--- src/rtl/vga_text_pkg.sv ---
// Shared constants, stage bundles and prompt text for the
// text-mode VGA render pipeline.
package vga_text_pkg;

   localparam int PROMPT_MAX = 16;
   localparam int TEXT_AW    = 12;
   localparam int FONT_AW    = 12;
   localparam int LATENCY    = 4;

   localparam logic [7:0] PROMPT [PROMPT_MAX] = '{
      8'h53, 8'h53, 8'h73, 8'h68, 8'h65, 8'h6C, 8'h6C, 8'h24,
      8'h20, 8'h20, 8'h20, 8'h20, 8'h20, 8'h20, 8'h20, 8'h20
   };

   typedef struct packed {
      logic [9:0] col;
      logic [9:0] row;
      logic [3:0] xo;
      logic [4:0] yo;
      logic       in_area;
   } cell_t;

   typedef struct packed {
      logic [3:0] xo;
      logic       in_area;
      logic       hit;
   } pix_t;

   function automatic logic [7:0] prompt_char(input logic [9:0] idx);
      if (idx < 10'(PROMPT_MAX)) return PROMPT[idx[3:0]];
      return 8'h20;
   endfunction

endpackage

--- src/rtl/vga_text_mem_if.sv ---
// Read bus towards the external text RAM and font ROM.
// Both memories return data one clock after the address.
interface vga_text_mem_if #(
   parameter int CHAR_W = 9
);
   logic [11:0]       text_addr;
   logic [7:0]        text_data;
   logic [11:0]       font_addr;
   logic [CHAR_W-1:0] font_row;

   modport master (
      output text_addr,
      output font_addr,
      input  text_data,
      input  font_row
   );

   modport slave (
      input  text_addr,
      input  font_addr,
      output text_data,
      output font_row
   );
endinterface

--- src/rtl/vga_cell_locator.sv ---
// Splits a pixel coordinate into character cell and
// in-glyph offset; exposes the unregistered cell too.
module vga_cell_locator
   import vga_text_pkg::*;
#(
   parameter int CHAR_W = 9,
   parameter int CHAR_H = 16,
   parameter int COLS   = 70,
   parameter int ROWS   = 30
) (
   input  logic       clk,
   input  logic       rst,
   input  logic [9:0] h_addr,
   input  logic [9:0] v_addr,
   input  logic       de_in,
   output logic [9:0] col_now,
   output logic [9:0] row_now,
   output logic       in_now,
   output cell_t      cell_q
);

   cell_t cell_d;

   // constant divide/modulo of the scan position
   always_comb begin
      cell_d         = '0;
      cell_d.col     = 10'(int'(h_addr) / CHAR_W);
      cell_d.xo      = 4'(int'(h_addr) % CHAR_W);
      cell_d.row     = 10'(int'(v_addr) / CHAR_H);
      cell_d.yo      = 5'(int'(v_addr) % CHAR_H);
      cell_d.in_area = (int'(cell_d.col) < COLS) &&
                       (int'(cell_d.row) < ROWS) && de_in;
      col_now        = cell_d.col;
      row_now        = cell_d.row;
      in_now         = cell_d.in_area;
   end

   // cell register, cleared by reset
   always_ff @(posedge clk) begin
      if (rst) cell_q <= '0;
      else     cell_q <= cell_d;
   end

endmodule

--- src/rtl/vga_text_pipeline.sv ---
// Text-mode render pipeline: cell lookup, scrolled text fetch,
// prompt overlay, glyph fetch, blinking cursor, aligned syncs.
module vga_text_pipeline
   import vga_text_pkg::*;
#(
   parameter int CHAR_W       = 9,
   parameter int CHAR_H       = 16,
   parameter int COLS         = 70,
   parameter int ROWS         = 30,
   parameter int PROMPT_LEN   = 9,
   parameter int BLINK_FRAMES = 30
) (
   input  logic           clk,
   input  logic           rst,
   input  logic [9:0]     h_addr,
   input  logic [9:0]     v_addr,
   input  logic           de_in,
   input  logic           hs_in,
   input  logic           vs_in,
   vga_text_mem_if.master mem,
   input  logic [7:0]     cursor_col,
   input  logic [7:0]     cursor_row,
   input  logic           cursor_en,
   input  logic           prompt_en,
   input  logic           scroll_req,
   input  logic           clear_scroll,
   output logic           pixel_on,
   output logic           de_out,
   output logic           hs_out,
   output logic           vs_out
);

   logic [9:0]         col_now;
   logic [9:0]         row_now;
   logic               in_now;
   cell_t              s1_q;
   cell_t              s2_q, s2_d;
   pix_t               s3_q, s3_d;
   pix_t               s4_q, s4_d;
   logic [TEXT_AW-1:0] text_addr_q, text_addr_d;
   logic [FONT_AW-1:0] font_addr_q, font_addr_d;
   logic               pixel_q, pixel_d;
   logic [LATENCY:0][2:0] sync_q, sync_d;
   logic [TEXT_AW-1:0] base_q, base_d;
   logic               pend_q, pend_d;
   logic [15:0]        fcnt_q, fcnt_d;
   logic               blink_q, blink_d;
   logic               vs_prev_q, vs_prev_d;
   logic               frame_start;
   logic [12:0]        vrow;
   logic [7:0]         ch;
   logic [CHAR_W-1:0]  glyph;

   vga_cell_locator #(
      .CHAR_W (CHAR_W),
      .CHAR_H (CHAR_H),
      .COLS   (COLS),
      .ROWS   (ROWS)
   ) u_loc (
      .clk     (clk),
      .rst     (rst),
      .h_addr  (h_addr),
      .v_addr  (v_addr),
      .de_in   (de_in),
      .col_now (col_now),
      .row_now (row_now),
      .in_now  (in_now),
      .cell_q  (s1_q)
   );

   assign frame_start = vs_in & ~vs_prev_q;

   // text RAM address with the scroll base as ring-buffer origin
   always_comb begin
      vrow = 13'(row_now) + 13'(base_q);
      if (int'(vrow) >= ROWS) vrow = vrow - 13'(ROWS);
      text_addr_d = '0;
      if (in_now)
         text_addr_d = TEXT_AW'(int'(vrow) * COLS + int'(col_now));
   end

   // hold the cell while the text RAM read is in flight
   always_comb s2_d = s1_q;

   // prompt overlay, glyph row address and cursor match
   always_comb begin
      ch = mem.text_data;
      if (prompt_en && (s2_q.row == {2'b00, cursor_row}) &&
          (int'(s2_q.col) < PROMPT_LEN))
         ch = prompt_char(s2_q.col);
      font_addr_d = FONT_AW'(int'(ch) * CHAR_H + int'(s2_q.yo));
      s3_d         = '0;
      s3_d.xo      = s2_q.xo;
      s3_d.in_area = s2_q.in_area;
      s3_d.hit     = cursor_en && blink_q &&
                     (s2_q.col == {2'b00, cursor_col}) &&
                     (s2_q.row == {2'b00, cursor_row}) &&
                     (int'(cursor_col) < COLS) &&
                     (int'(cursor_row) < ROWS);
   end

   // hold pixel context while the font ROM read is in flight
   always_comb s4_d = s3_q;

   // pick the glyph bit under xo and apply cursor inversion
   always_comb begin
      glyph   = mem.font_row << s4_q.xo;
      pixel_d = s4_q.in_area & (glyph[CHAR_W-1] ^ s4_q.hit);
   end

   // sync delay line matching the pixel path depth
   always_comb begin
      sync_d    = {sync_q[LATENCY-1:0], de_in, hs_in, vs_in};
      vs_prev_d = vs_in;
   end

   // scroll base, pending request and cursor blink timing
   always_comb begin
      base_d  = base_q;
      pend_d  = pend_q;
      fcnt_d  = fcnt_q;
      blink_d = blink_q;
      if (clear_scroll) begin
         base_d = '0;
         pend_d = 1'b0;
      end else if (frame_start && pend_q) begin
         base_d = (int'(base_q) == ROWS - 1) ? '0 : base_q + 12'd1;
         pend_d = scroll_req;
      end else if (scroll_req) begin
         pend_d = 1'b1;
      end
      if (frame_start) begin
         if (int'(fcnt_q) >= BLINK_FRAMES - 1) begin
            fcnt_d  = '0;
            blink_d = ~blink_q;
         end else begin
            fcnt_d = fcnt_q + 16'd1;
         end
      end
   end

   // pipeline and control state registers
   always_ff @(posedge clk) begin
      if (rst) begin
         s2_q        <= '0;
         s3_q        <= '0;
         s4_q        <= '0;
         text_addr_q <= '0;
         font_addr_q <= '0;
         pixel_q     <= 1'b0;
         sync_q      <= '0;
         base_q      <= '0;
         pend_q      <= 1'b0;
         fcnt_q      <= '0;
         blink_q     <= 1'b1;
         vs_prev_q   <= 1'b0;
      end else begin
         s2_q        <= s2_d;
         s3_q        <= s3_d;
         s4_q        <= s4_d;
         text_addr_q <= text_addr_d;
         font_addr_q <= font_addr_d;
         pixel_q     <= pixel_d;
         sync_q      <= sync_d;
         base_q      <= base_d;
         pend_q      <= pend_d;
         fcnt_q      <= fcnt_d;
         blink_q     <= blink_d;
         vs_prev_q   <= vs_prev_d;
      end
   end

   assign mem.text_addr = text_addr_q;
   assign mem.font_addr = font_addr_q;
   assign pixel_on      = pixel_q;
   assign de_out        = sync_q[LATENCY][2];
   assign hs_out        = sync_q[LATENCY][1];
   assign vs_out        = sync_q[LATENCY][0];

endmodule

--- src/flat_wrapper.sv ---
// flat-port wrapper written by rule: the top's interface ports become plain ports
module vga_text_pipeline_flat import vga_text_pkg::*;
#(
   parameter int CHAR_W       = 9,
   parameter int CHAR_H       = 16,
   parameter int COLS         = 70,
   parameter int ROWS         = 30,
   parameter int PROMPT_LEN   = 9,
   parameter int BLINK_FRAMES = 30
)
  (clk, rst, h_addr, v_addr, de_in, hs_in, vs_in, cursor_col, cursor_row, cursor_en, prompt_en, scroll_req, clear_scroll, pixel_on, de_out, hs_out, vs_out, mem_text_addr, mem_font_addr, mem_text_data, mem_font_row);
  vga_text_mem_if #(.CHAR_W(CHAR_W)) mem_i ();
  input  logic clk;
  input  logic rst;
  input  logic [9:0] h_addr;
  input  logic [9:0] v_addr;
  input  logic de_in;
  input  logic hs_in;
  input  logic vs_in;
  input  logic [7:0] cursor_col;
  input  logic [7:0] cursor_row;
  input  logic cursor_en;
  input  logic prompt_en;
  input  logic scroll_req;
  input  logic clear_scroll;
  output logic pixel_on;
  output logic de_out;
  output logic hs_out;
  output logic vs_out;
  output wire logic [$bits(mem_i.text_addr)-1:0] mem_text_addr;
  output wire logic [$bits(mem_i.font_addr)-1:0] mem_font_addr;
  input wire logic [$bits(mem_i.text_data)-1:0] mem_text_data;
  input wire logic [$bits(mem_i.font_row)-1:0] mem_font_row;
  assign mem_text_addr = mem_i.text_addr;
  assign mem_font_addr = mem_i.font_addr;
  assign mem_i.text_data = mem_text_data;
  assign mem_i.font_row = mem_font_row;
  vga_text_pipeline #(.CHAR_W(CHAR_W), .CHAR_H(CHAR_H), .COLS(COLS), .ROWS(ROWS), .PROMPT_LEN(PROMPT_LEN), .BLINK_FRAMES(BLINK_FRAMES)) u_core (.clk(clk), .rst(rst), .h_addr(h_addr), .v_addr(v_addr), .de_in(de_in), .hs_in(hs_in), .vs_in(vs_in), .mem(mem_i), .cursor_col(cursor_col), .cursor_row(cursor_row), .cursor_en(cursor_en), .prompt_en(prompt_en), .scroll_req(scroll_req), .clear_scroll(clear_scroll), .pixel_on(pixel_on), .de_out(de_out), .hs_out(hs_out), .vs_out(vs_out));
endmodule
--- config.mk ---
export PLATFORM = sky130hd
export DESIGN_NAME = vga_text_pipeline_flat
export DESIGN_NICKNAME = d
export VERILOG_FILES = /design/src/rtl/vga_text_pkg.sv /design/src/rtl/vga_text_mem_if.sv /design/src/rtl/vga_cell_locator.sv /design/src/rtl/vga_text_pipeline.sv /design/src/flat_wrapper.sv
export SDC_FILE = /design/constraint.sdc
export NUM_CORES = 1
export LEC_CHECK = 0
export ABC_AREA = 0
export CORE_ASPECT_RATIO = 0.6
export CORE_MARGIN = 5
export CORE_UTILIZATION = 51
export DETAILED_ROUTE_END_ITERATION = 7
export PLACE_DENSITY = 0.77
export SLEW_MARGIN = 20
export SYNTH_ARGS = -nofsm -noshare
export SYNTH_HDL_FRONTEND = slang
export SYNTH_SLANG_ARGS = --single-unit
--- constraint.sdc ---
create_clock -name clk -period 6.8 [get_ports clk]
set_input_delay 1.02 -clock clk [delete_from_list [all_inputs] [get_ports clk]]
set_output_delay 1.02 -clock clk [all_outputs]
set_load 0.1 [all_outputs]
Word level (Yosys, flattened, before mapping) --
Memories as Yosys holds them, arrays and structs flattened. Index checks and enable logic that the tools add are counted.
Storage, ports and cells: bits in registers 143, bits in latches 0, memory bits (writable) 0, memory bits (read-only) 128, input bits 62, output and inout bits 28, memories 1
Operators by class: add/subtract/negate cells 6, multipliers 1, div/mod/pow operators 2, $lt $le $gt $ge 9, equal/unequal tests 3, shift operators 1, mux-type cells 12, bitwise operators 7, reductions and logical operators 14
Memories:
- (name not given) | depth 16, bits a word 8, read ports 1, clocked after Yosys merged registers in 0, write ports 0, RTL line vga_text_pkg.sv:30 | if (idx < 10'(PROMPT_MAX)) return PROMPT[idx[3:0]];
Operator list (count):
- $mux 8 | 5
- $div 11x5->32 const B | 1
- $mod 11x5->32 const B | 1
- $eq 10x8->1 | 2
- $add 16x1->16 const B | 1
- $ge 16x5->1 const B | 1
- $mux 16 | 1
- $add 6x12->13 | 1
- $ge 13x5->1 const B | 1
- $mul 13x6->11 const B | 1
- $mux 13 | 1
- $sub 13x5->13 const B | 1
- $add 12x1->12 const B | 1
- $add 12x11->12 | 1
- $add 12x5->12 | 1
- $eq 12x6->1 const B | 1
- $mux 12 | 1
- $logic_and 1x1->1 | 10
- $lt 10x4->1 const B | 1
- $lt 10x5->1 const B | 1
- $lt 10x7->1 const B | 1
- $shl 9x4->9 | 1
- $lt 8x5->1 const B | 1
- $lt 8x7->1 const B | 1
- other kinds (10) | 17

Depth between registers and ports, before layout --
depth after elaboration 8, depth in mapped cells 31, depth with buffers taken out 30

Cells and area by module --
Synthesis repeated with hierarchy kept, for this count alone.
Second synthesis, totals: cell total of the unflattened synthesis 970, area total of the unflattened synthesis 8587.0 sq um
Modules (own cells, without submodules):
- vga_text_pipeline | times used 1, cells an instance 643, area an instance 6009.5 sq um, sequential area each 2242.2 sq um
- vga_cell_locator | times used 1, cells an instance 327, area an instance 2577.5 sq um, sequential area each 440.4 sq um

Worst setup path after synthesis --
OpenSTA, ideal clock, no wires.
path type input to register, from input port h_addr[7], to register u_core.text_addr_q[11], in the netlist u_core.mem.text_addr[11], library setup time 0.117 ns, arrival 6.730 ns, data required time 6.683 ns, path slack -0.047 ns, stages on the path 30, buffers on the path 1, path through buf_6 -> nor3_1 -> inv_1 -> ha_1 -> nand2b_2 -> a221oi_2 -> o2bb2ai_2 -> nor2_2 -> nor4b_1 -> or3_2 -> a221o_2 -> o21ai_1 -> nand2_1 -> ha_1 -> o2111ai_1 -> o2bb2ai_1 -> nand4b_2 -> ha_1 -> fa_1 -> a21o_1 -> a21oi_1 -> nor2b_1 -> o21ai_0 -> nand2b_1 -> and3_1 -> nand3_1 -> xnor2_1 -> xnor2_1 -> xnor2_1 -> nor2_1
On the way: longest elaborated chain between the ends 6
Ends and longest elaborated chain:
- from (decl) | RTL line flat_wrapper.sv:15 | input logic [9:0] h_addr;
- $div 11x5->32 (*) | RTL line vga_cell_locator.sv:27 | cell_d.col = 10'(int'(h_addr) / CHAR_W);
- via u_core.col_now[1] | RTL line vga_text_pipeline.sv:33 | logic [9:0] col_now;
- $lt 10x7->1 | RTL line vga_cell_locator.sv:31 | cell_d.in_area = (int'(cell_d.col) < COLS) &&
- $logic_and 1x1->1 | RTL line vga_cell_locator.sv:31
- $logic_and 1x1->1 | RTL line vga_cell_locator.sv:32 | (int'(cell_d.row) < ROWS) && de_in;
- $not 1->1 (no source line)
- $reduce_or 2->1 (no source line)
- to (signal assigned) | RTL line vga_text_pipeline.sv:161 | text_addr_q <= text_addr_d;
- to (decl) | RTL line vga_text_pipeline.sv:40 | logic [TEXT_AW-1:0] text_addr_q, text_addr_d;
Mark *: on every way through the listed nets, which the timed path passes. The rest lies on a longest branch. A chain may end at the register's enable or synchronous reset.

Final worst setup path --
from input port h_addr[6], to register u_core.u_loc.cell_q[9] (netlist bit)
On the way: longest elaborated chain between the ends 1
Ends and longest elaborated chain:
- $mod 11x5->32 | RTL line vga_cell_locator.sv:28 | cell_d.xo = 4'(int'(h_addr) % CHAR_W);
- to (signal assigned) | RTL line vga_cell_locator.sv:41 | else cell_q <= cell_d;
- to (decl) | RTL line vga_cell_locator.sv:19 | output cell_t cell_q
Every way passes these cells.

==> impl_results.md <==
- Status: complete, no violations
- Slew headroom: 0.3444
- Routed WL: 18.10 mm
- Worst slack, placed: -0.3789 ns
- Detail Route Antenna Nets: 0
- DR vias: 6378
- Clock network power share: 0.338
- Worst Hold Launch: u_core.s2_q[3]
- Wirelength per Cell: roughly 15 um
- R2r setup slk: just under 1 ns
- Layout cells sized above 1: 0.2152
- Via density: about 5.3
- Internal: ~1.8 mW
- Die Height: 104.5 um
- Most frequent cells in the layout: dfxtp_1, buf_4, clkdlybuf4s50_1
- Pre-antenna DRT Iters: 5
- Sw Pwr: 0.9005 mW
- Combinational group share of total power: 0.369
- Netlist cell types: 112
- CTS root buffer: clkbuf_16
- Slew @ Worst Pin: between 0.9 and 1 ns
- Worst r2r src: u_core.base_q[0]
- Hold_buf cts: 0
- Worst EP required: 7.09 ns
- GR Overflow Total: 0
- Synth Flop Type: dfxtp_1
- Crit path max fanout: 8
- H-tree lvl count: 4
- Post-Layout Inst Area: ~0.01 mm^2
- Initial Utilization: 0.5219
- Die footprint: 0.01751 mm^2
- Tmin final: ~6.5 ns
- RR Endpoint: u_core.mem.text_addr[11]
- Worst R2R Path Depth: 30
- Final Hold Fails: 0
- TritonCTS clock tree: built
- Sequential area share after synthesis: 0.3322
- Area Overhead vs Synth: 32.30%
- FP Rows: 34
- Crit share post-route: 0.9573
- Crit path DAT: approximately 6.8 ns
- Largest net degree at the start of global routing: 90
- Asr flop ratio synth: 0
- Clock Sinks: 126
- Setup CP Type: input pin to flop
- Peak supply drop: around 0.22 mV
- CTS Buf Count: 17
- DIE WIDTH: 167.5 um
- Post-synth EDFFs: 0
- Crit start category: input pin
- Core ar.: 0.01455 mm^2
- #FFs+latches synth: around 130
- Final worst setup slack: between 0.2 and 0.3 ns
- Register share of total power: 0.293
- Hold EP: u_core.mem.font_addr[2]
- Total Routing Usage GR: 0.2001
- Port Buffers: 89
- Clk buf depth: 2
- Initial antenna violation count: 0
- Slowest cell on the critical path: clkdlybuf4s50_1
- Max-slew violations: 0
- Final GP Congestion: 0.9085
- Pleak: 4.171 nW
- Layout Cells excl Fill: between 1000 and 1500
- Sw frac: 0.3320
- Latest clock arrival within the worst-skew pair: 0.41 ns
- Post-synth design cell area: 0.007594 mm^2
- N_diodes: 0
- Commonest non-fill, non-tap cell in the layout: dfxtp_1
- Vias in the first global route: 5922
- Global-route wire length before repair: 29.31 mm
- Power per cell area: 270.0 mW/mm^2
- Avg Inst Size Synth: 9.171 um^2
- IO Pins: 90
- DR iter-0 viols: about 400
- Syn Nets: roughly 950
- Hold path depth: 1
- Hpwl dp: 13.39 mm
- Final Net Count: 1121
- Clock-pin slew on the worst setup and hold paths: 0.06 ns
- Crit-path max cell delay: between 0.4 and 0.5 ns
- Dpl cells: roughly 1200
- DR DRC count: 0
- # setup viols final: 0
- Cells after synthesis: 828
- Ys Warns: 0
- CP endpoint kind: flop
- Total of max-cap violations: 0
- Clk_skew: approximately 0.0078 ns
- Placed cell area: 0.009234 mm^2
- Fmax: 153.6 MHz
- Hold Crit Class: flop to flop
-- per-stage QoR --
| stage | power, mW | util | hold slack, ns | setup TNS, ns |
|---|---|---|---|---|
| after floorplan | 1.446 | - | 0.4138 | 0 |
| after global placement | 1.733 | 0.6347 | 0.4151 | -1.206 |
| after detailed placement | 1.753 | 0.6347 | 0.4204 | -2.276 |
| after CTS | 2.679 | 0.6758 | 0.4342 | 0 |
| after global routing | 2.862 | 0.6905 | 0.4500 | -0.03245 |
| final | 2.712 | 0.6905 | 0.4332 | 0 |
-- power by group through the flow --
stage               combinational [mW]  sequential [mW]  clock [mW]
finish                            1.00            0.794       0.918
global route                      1.09            0.799       0.970
CTS                              0.953            0.794       0.931
detailed placement               0.944            0.810           0
global placement                 0.924            0.809           0
floorplan                        0.571            0.875           0
-- worst max path at each step --
| stage | start | to | slack [ns] | depth (start not counted) |
|---|---|---|---|---|
| 2_1_floorplan | h_addr[7] | u_core.mem.text_addr[11] | 0.04 | 30 |
| 3_3_place_gp | h_addr[8] | u_core.mem.text_addr[11] | -0.23 | 30 |
| 3_5_place_dp | h_addr[8] | u_core.u_loc.cell_q[8] | -0.38 | 27 |
| 4_1_cts | v_addr[4] | u_core.mem.text_addr[11] | 0.01 | 31 |
| 5_1_grt | h_addr[6] | u_core.u_loc.cell_q[8] | -0.01 | 28 |
| 6_report | h_addr[6] | u_core.u_loc.cell_q[9] | 0.29 | 27 |
-- repair_timing --
| item | 4_1_cts | 5_1_grt |
|---|---|---|
| endpoints found under the setup margin | 0 | 8 |
| resized for setup | 0 | 41 |
| buffers inserted | 0 | 2 |
| endpoints found under the hold margin | 0 | 0 |
-- flip-flops by register name, indices dropped and copies added (netlist names), 12 cells and up --
signal                flops
u_core.s2_q              22
u_core.sync_d            12
u_core.base_q            12
u_core.mem.text_addr     12
u_core.u_loc.cell_q      22
u_core.fcnt_q            16
u_core.mem.font_addr     12
-- cells by family after synthesis --
kind of cell | after synthesis | share of synthesized area
compound gates | 160 | 0.1654
xor+xnor | 74 | 0.08815
fa+ha+maj | 61 | 0.1068
simple gates | 312 | 0.2305
flops | 126 | 0.3322
buf+inv | 81 | 0.05223
mux | 14 | 0.02471
-- final cells by class --
| class | count | area, um^2 |
|---|---|---|
| repair buffers | 184 | 1614 |
| well taps | 198 | 247.7 |
| multi-input cells | 621 | 4876 |
| fillers | 1123 | 4503 |
| inverters | 50 | 187.7 |
| clock inverters | 15 | 172.7 |
| flip-flops and latches | 126 | 2522 |
| clock buffers | 17 | 425.4 |
-- routing by layer --
layer / GRT usage / routed length, um / up-vias / share of wire
li1: - / - / 3245 / -
met5: 0 / 0 / - / 0
met2: 0.2898 / 7512 / 168 / 0.42
met4: 0.03706 / 157 / 0 / 0.0087
met3: 0.04596 / 926 / 19 / 0.051
met1: 0.3054 / 9504 / 2946 / 0.53
-- cells in the mapped netlist (all sizes together), types with 6 or more instances --
cell,number,share of area
dfxtp,126,0.33
nor2,81,0.042
nor2b,81,0.067
ha,52,0.086
inv,50,0.025
xnor2,47,0.055
a21oi,46,0.032
nand2,33,0.016
xor2,26,0.030
o21ai,22,0.015
nand3,20,0.015
clkbuf,18,0.012
nor3,15,0.0099
a21o,13,0.013
buf,13,0.016
nand4,13,0.011
nand2b,11,0.0094
a31oi,10,0.0099
a211oi,7,0.0099
and2,7,0.0059
fa,7,0.018
mux2i,7,0.011
nor4,7,0.0058
and3,6,0.0049
nand3b,6,0.0059
-- worst max-delay path, delay by kind of cell --
kind	cells	cell delay, ns
simple gates	6	0.91
compound gates	10	2.30
fa+ha+maj	4	1.07
buf+inv	3	0.77
xor+xnor	1	0.15
mux	3	0.59
Power figures use the tool's default switching activity.
